## config.mk

```make
export PLATFORM = sky130hd
export DESIGN_NAME = multiply_seq
export DESIGN_NICKNAME = d
export VERILOG_FILES = /design/src/rtl/multiply_seq.sv
export SDC_FILE = /design/constraint.sdc
export NUM_CORES = 1
export LEC_CHECK = 0
export BUFFER_PORTS_ARGS = -buffer_cell sky130_fd_sc_hd__clkbuf_2
export CORE_MARGIN = 2
export CORE_UTILIZATION = 48
export CTS_BUF_LIST = sky130_fd_sc_hd__clkbuf_8 sky130_fd_sc_hd__clkbuf_16
export CTS_CLUSTER_DIAMETER = 60
export CTS_CLUSTER_SIZE = 8
export DETAILED_ROUTE_END_ITERATION = 8
export GPL_ROUTABILITY_DRIVEN = 0
export GPL_TIMING_DRIVEN = 0
export PLACE_DENSITY_LB_ADDON = 0.25
export SLEW_MARGIN = 20
export SYNTH_ARGS = -nofsm -noshare
export SYNTH_HDL_FRONTEND = slang
export SYNTH_SLANG_ARGS = --single-unit
```

## constraint.sdc

```tcl
create_clock -name clk -period 6.1 [get_ports clk]
set_input_delay 0 -clock clk [delete_from_list [all_inputs] [get_ports clk]]
set_output_delay 0 -clock clk [all_outputs]
set_load 0.05 [all_outputs]
```

## src/rtl/multiply_seq.sv

```systemverilog
// Sequential shift-add multiplier: unsigned I8F8 quotient times I8F0 divisor gives an I16F8
// product, plus that product rounded half-up and saturated to an I8F0 dividend.
module multiply_seq #(
    parameter int unsigned DATA_WD = 8,
    parameter int unsigned FRAC_WD = 8
) (
    input  logic                           clk,
    input  logic                           rstn,
    input  logic                           val_i,
    output logic                           rdy_o,
    input  logic [DATA_WD+FRAC_WD-1:0]     dat_c_i,
    input  logic [DATA_WD-1:0]             dat_b_i,
    output logic                           val_o,
    input  logic                           rdy_i,
    output logic [2*DATA_WD+FRAC_WD-1:0]   dat_p_o,
    output logic [DATA_WD-1:0]             dat_a_o,
    output logic                           sat_o
);

    localparam int unsigned P_WD   = 2 * DATA_WD + FRAC_WD;
    localparam int unsigned R_WD   = 2 * DATA_WD + 1;
    localparam int unsigned CNT_WD = $clog2(DATA_WD + 1);
    localparam logic [CNT_WD-1:0] CNT_LAST = CNT_WD'(DATA_WD - 1);

    typedef enum logic [1:0] {
        StIdle,
        StBusy,
        StDone
    } state_e;

    state_e               state_q, state_d;
    logic [P_WD-1:0]      mcand_q, mcand_d;
    logic [DATA_WD-1:0]   mplier_q, mplier_d;
    logic [P_WD-1:0]      acc_q, acc_d;
    logic [CNT_WD-1:0]    cnt_q, cnt_d;
    logic [P_WD-1:0]      dat_p_q, dat_p_d;
    logic [DATA_WD-1:0]   dat_a_q, dat_a_d;
    logic                 sat_q, sat_d;

    logic [P_WD-1:0]      acc_sum;
    logic [R_WD-1:0]      rnd;
    logic                 rnd_ovf;

    // Final-step sum feeds both the accumulator and the result registers on the last edge.
    always_comb begin
        acc_sum = acc_q + (mplier_q[0] ? mcand_q : '0);
        // (p + half) >> FRAC_WD == (p >> FRAC_WD) + p[FRAC_WD-1]
        rnd     = {1'b0, acc_sum[P_WD-1:FRAC_WD]} + R_WD'(acc_sum[FRAC_WD-1]);
        rnd_ovf = |rnd[R_WD-1:DATA_WD];
    end

    always_comb begin
        state_d  = state_q;
        mcand_d  = mcand_q;
        mplier_d = mplier_q;
        acc_d    = acc_q;
        cnt_d    = cnt_q;
        dat_p_d  = dat_p_q;
        dat_a_d  = dat_a_q;
        sat_d    = sat_q;

        unique case (state_q)
            StIdle: begin
                if (val_i) begin
                    mcand_d  = {{DATA_WD{1'b0}}, dat_c_i};
                    mplier_d = dat_b_i;
                    acc_d    = '0;
                    cnt_d    = '0;
                    state_d  = StBusy;
                end
            end
            StBusy: begin
                acc_d    = acc_sum;
                mcand_d  = {mcand_q[P_WD-2:0], 1'b0};
                mplier_d = mplier_q >> 1;
                cnt_d    = cnt_q + 1'b1;
                if (cnt_q == CNT_LAST) begin
                    dat_p_d = acc_sum;
                    dat_a_d = rnd_ovf ? '1 : rnd[DATA_WD-1:0];
                    sat_d   = rnd_ovf;
                    state_d = StDone;
                end
            end
            StDone: begin
                if (rdy_i) begin
                    state_d = StIdle;
                end
            end
            default: begin
                state_d = StIdle;
            end
        endcase
    end

    always_ff @(posedge clk or negedge rstn) begin
        if (!rstn) begin
            state_q  <= StIdle;
            mcand_q  <= '0;
            mplier_q <= '0;
            acc_q    <= '0;
            cnt_q    <= '0;
            dat_p_q  <= '0;
            dat_a_q  <= '0;
            sat_q    <= 1'b0;
        end else begin
            state_q  <= state_d;
            mcand_q  <= mcand_d;
            mplier_q <= mplier_d;
            acc_q    <= acc_d;
            cnt_q    <= cnt_d;
            dat_p_q  <= dat_p_d;
            dat_a_q  <= dat_a_d;
            sat_q    <= sat_d;
        end
    end

    assign rdy_o   = (state_q == StIdle);
    assign val_o   = (state_q == StDone);
    assign dat_p_o = dat_p_q;
    assign dat_a_o = dat_a_q;
    assign sat_o   = sat_q;

endmodule

```

Yosys cells after proc, flatten, opt, wreduce, memory -nomap -nowiden. Index checks and enable logic that the tools add are counted.

Register bits: 95. Bits of input ports: 28. Output and inout port bits: 35. Logic and storage cells: 37.

$add $sub $neg: 3. Equality and inequality tests: 6. Multiplexer cells: 14. Reduce and logical (&&, ||, !) cells: 6.

Operators with widths (count): $pmux 24 s2 (2); $mux 24 (3); $add 24x24->24 (1); $add 16x1->17 (1); $mux 8 (2); $pmux 8 s2 (1); $reduce_or 9->1 (1); $pmux 4 s2 (1); $mux 2 (3); $pmux 2 s3 (1); $add 4x1->4 const B (1); $eq 4x3->1 const B (1); $mux 4 (1); $ne 2x2->1 const B (2); $reduce_and 2->1 (2); $reduce_and 3->1 (1); $eq 2x1->1 const B (1); $eq 2x2->1 const B (1); $logic_not 2->1 (1); $ne 2x1->1 const B (1); $reduce_bool 2->1 (1).

Logic depth before layout (Yosys ltp).
Word-level depth: 5. Gate-level depth with buffers: 16. Gate-level depth less buffers: 15.

Worst setup path before layout. No wires, ideal clock.

Path kind: flip-flop to flip-flop. Start: reg mplier_q[0]. End: reg dat_a_q[0], in the netlist dat_a_o[0]. Setup time: 0.135 ns. Data arrival time: 3.672 ns. Data required time: 5.965 ns. Path slack: 2.293 ns. Cell stages (with the launch flop): 17. Path buffers: 1. Period minus slack after synthesis: 3.807 ns. Cell sequence: dfrtp_1 clkbuf_1 and2_1 ha_1 fa_1 a21o_1 a221o_1 a21o_2 a21oi_1 xnor2_1 ha_1 ha_1 inv_1 nor4b_4 nand4_2 mux2i_4 a31oi_1.

Longest elaborated chain between the ends: 5.

RTL lines: start: declaration (line 33) `logic [DATA_WD-1:0] mplier_q, mplier_d;`; start signal: assignment (line 108) `mplier_q <= mplier_d;`; $mux 24 (*) (line 46) `acc_sum = acc_q + (mplier_q[0] ? mcand_q : '0);`; $add 24x24->24 (*) (line 46); net acc_sum[8] (line 40) `logic [P_WD-1:0] acc_sum;`; $add 16x1->17 (*) (line 48) `rnd = {1'b0, acc_sum[P_WD-1:FRAC_WD]} + R_WD'(acc_sum[FRAC_WD-1]);`; $reduce_or 9->1 (line 49) `rnd_ovf = |rnd[R_WD-1:DATA_WD];`; $mux 8 (*) (line 79) `dat_a_d = rnd_ovf ? '1 : rnd[DATA_WD-1:0];`; end signal: assignment (line 112) `dat_a_q <= dat_a_d;`; end: declaration (line 37) `logic [DATA_WD-1:0] dat_a_q, dat_a_d;`.

The timed path passes the listed nets; every way through them passes the cells marked *. A chain may end at the register's enable or synchronous reset.

Worst setup path after layout.
Start: reg mplier_q[0]. End: reg dat_a_q[5], in the netlist dat_a_o[5].

Same word-level chain as after synthesis.

==> metrics.yaml <==
status: "finished, violations left"
violations: "DRC"
finalCritPeriodShare: 0.7395
fin_ws_ns: 1.589
p_per_area_mw_per_mm2: 476.2
setup_viol: 0
clkSinkCount: 95
grt_overflow_total: 0
drc_errors: 2
synth_compound_area_frac: 0.2305
fin_crit_ns: 4.511
insertion_delay_ns: 0.36
p_total_mw: 3.241
synth_fp_nets: 694
holdPathStages: 4
ys_ff_latch: 95
synth_edf_count: 0
routedWlPerCell_um: 17.59
cts_tree: "yes"
drive_above_1_share: 0.1398
die_y_um: 113.1
max_slew_margin: 0.3901
ant_nets: 0
async_reset_ff_frac: 1.000
synthFlopType: "dfrtp_1"
critPathTopFamily: "compound AO/OA/AOI/OAI gates"
hpwl_mm: 11.21
cts_buffer_depth: 2
hold_violations: 0
critPathBufInv: 2
placed_area_mm2: 0.006247
synth-simple-area-share: 0.2171
worstPathRequired_ns: 6.31
grt_setup_unrepaired: "false"
cpMaxStageDelayCell: "dfrtp_1"
hp-class: "in2reg"
antenna_found_initial: 0
netlist_instances: 639
critPathKind: "reg2reg"
cts_root_buffer: "clkbuf_16"
diodes: 0
fmax_mhz: 221.7
synthToLayoutAreaGrowth_pct: 19.06
avgSynthCellArea_um2: 8.946
fp.dieW_um: 113.1
cts_made_buffers: 9
h-tree-depth: 3
synth_top_family_by_area: "compound AO/OA/AOI/OAI gates"
grt_max_degree: 96
synth_cell_type_count: 67
core_area_mm2: 0.01152
finClkSkew_ns: 0.01346
synthAdderAreaFrac: 0.06041
synth_warnings: 0
end_kind: "flip-flop"
routed_wl_mm: 15.60
dr.pass1.iters: 7
port_buffers: 62
crit_path_cell_trace: "clkbuf_1 -> and2_1 -> ha_1 -> fa_1 -> a21o_1 -> a221o_1 -> a21o_2 -> a21oi_1 -> xnor2_1 -> ha_1 -> ha_1 -> inv_1 -> nor4b_4 -> nand4_2 -> mux2i_4 -> a31oi_1"
rr_worst_depth: 16
slew_viol_final: 0
num_vias: 5316
grt.total_usage: 0.2555
leakagePower_nw: 3.274
path_common_cell: "ha_1"
start_util: 0.4964
pre_cts_ws_ns: 1.680
fin_nets: 794
crit_cells: 16
die-area_mm2: 0.01280
tightest_slew_ns: 0.9079
synthMuxAreaShare: 0.01138
ios: 63
tns_ns: 0
viasPerCell: 5.993
cap_violations: 0
max_stage_delay_ns: 0.48
rows: 39
synthesis.area_mm2: 0.005717
crit_path_start_kind: "flip-flop"
grt_pass1_wl_mm: 25.98
ir_worst_vdd_v: 0.0002143
cp.arrival_ns: 4.72
final_area_mm2: 0.006807
grt_pass1_vias: 5226
ys_seq_area_frac: 0.4158
drt_iter0_drc: 423
fill_cells: 1008
crit_fanout: 10
yosys.area_share.xor_xnor: 0.02758
clk_pin_slew_ns: 0.06
cells in the mapped netlist (3+ instances only):
master	count	area share
dfrtp_1	95	0.42
nor3_1	8	0.0070
a211oi_1	3	0.0039
o311a_1	3	0.0053
o2111ai_1	3	0.0046
xor2_1	3	0.0046
nor2_1	32	0.021
xnor2_1	15	0.023
inv_1	10	0.0066
nand4_1	4	0.0044
a22o_1	25	0.038
nor2b_1	12	0.013
nand2b_1	4	0.0044
o31ai_1	4	0.0053
nand3_1	12	0.011
ha_1	26	0.057
and2_1	43	0.047
or3_1	3	0.0033
nand2_1	104	0.068
a31oi_1	26	0.028
clkbuf_1	29	0.019
and3_1	9	0.0098
a21o_1	14	0.018
o21ai_0	53	0.046
o211ai_1	3	0.0039
a22oi_1	7	0.0092
a21oi_1	31	0.027
buf_2	8	0.0070
and4_1	4	0.0061
cells in the final DEF, fill, tap and decap left out, drive strengths merged, types with 5 or more instances in the layout:
| cell type | instances |
|---|---|
| nor2 | 33 |
| clkbuf | 101 |
| and3 | 9 |
| nor3 | 8 |
| o21ai | 54 |
| a22o | 25 |
| dfrtp | 95 |
| dlygate4sd3 | 26 |
| a31oi | 27 |
| nand4 | 5 |
| and4 | 5 |
| buf | 11 |
| nor2b | 12 |
| and2 | 44 |
| inv | 12 |
| ha | 26 |
| nand3 | 12 |
| a21o | 15 |
| nand2 | 104 |
| a22oi | 7 |
| xnor2 | 15 |
| a21oi | 32 |
timing repair:
action	CTS	global route
setup buffers	0	0
hold buffers	26	0
hold endpoints to repair	120	0
resized for setup	0	0
logic make-up after synthesis:
kind of cell | after synthesis
multiplexers | 5
flip-flops | 95
buffers and inverters | 50
AND/OR/NAND/NOR | 248
XOR/XNOR | 18
AO/OA/AOI/OAI | 196
adder cells (fa/ha/maj) | 27
registers in the layout, indices dropped and copies added, names as in the netlist:
signal	cells
acc_q	24
cnt_q	4
dat_a_o	8
dat_p_o	24
mcand_q	24
mplier_q	8
sat_o	1
state_q	2
through the flow:
stage	util	hold slack, ns	instances
finish	0.5910	0.08278	887
global route	0.5910	0.1312	887
CTS	0.5910	0.07646	887
detailed placement	0.5425	0.09255	845
global placement	0.5389	0.2620	844
floorplan	-	-0.2956	639
final timing paths:
kind                                to  slack [ns]   startpoint
min in group asynchronous  mcand_q[23]        0.27         rstn
max in group asynchronous    acc_q[15]        5.44         rstn
max                         dat_a_o[5]        1.59  mplier_q[0]
max reg2reg                 dat_a_o[5]        1.59  mplier_q[0]
min reg2reg                dat_p_o[22]        0.48  dat_p_o[22]
min                        mplier_q[4]        0.08        val_i
final cells by class:
class,instances,area [um2],area share
plain buffers,39,171.4,0.02518
clock buffers,10,239.0,0.03511
clock inverters,6,60.06,0.008824
inverters,11,41.29,0.006066
multi-input cells,494,3132,0.4601
flip-flops and latches,95,2377,0.3493
well taps,143,178.9,0.02629
repair buffers,89,606.8,0.08915
layer usage:
layer  vias up  track usage  wire [um]
met1      2606       0.3383       6950
met2       180       0.4196       7444
li1       2502            -          -
met3        28      0.04606        825
met4         0      0.09675        382
met5         -            0          0
where the power goes:
group,total (mW),switching (mW),internal (mW)
Combinational,1.63,1.10,0.534
Sequential,1.03,0.157,0.870
Clock,0.580,0.252,0.328
tightest hold or removal path, cell delays in order:
cell      delay (ns)
clkbuf_2        0.16
nor2b_1         0.06
a21oi_1         0.10
o21ai_0         0.07
Note: power is estimated with default switching activity, not from simulation.
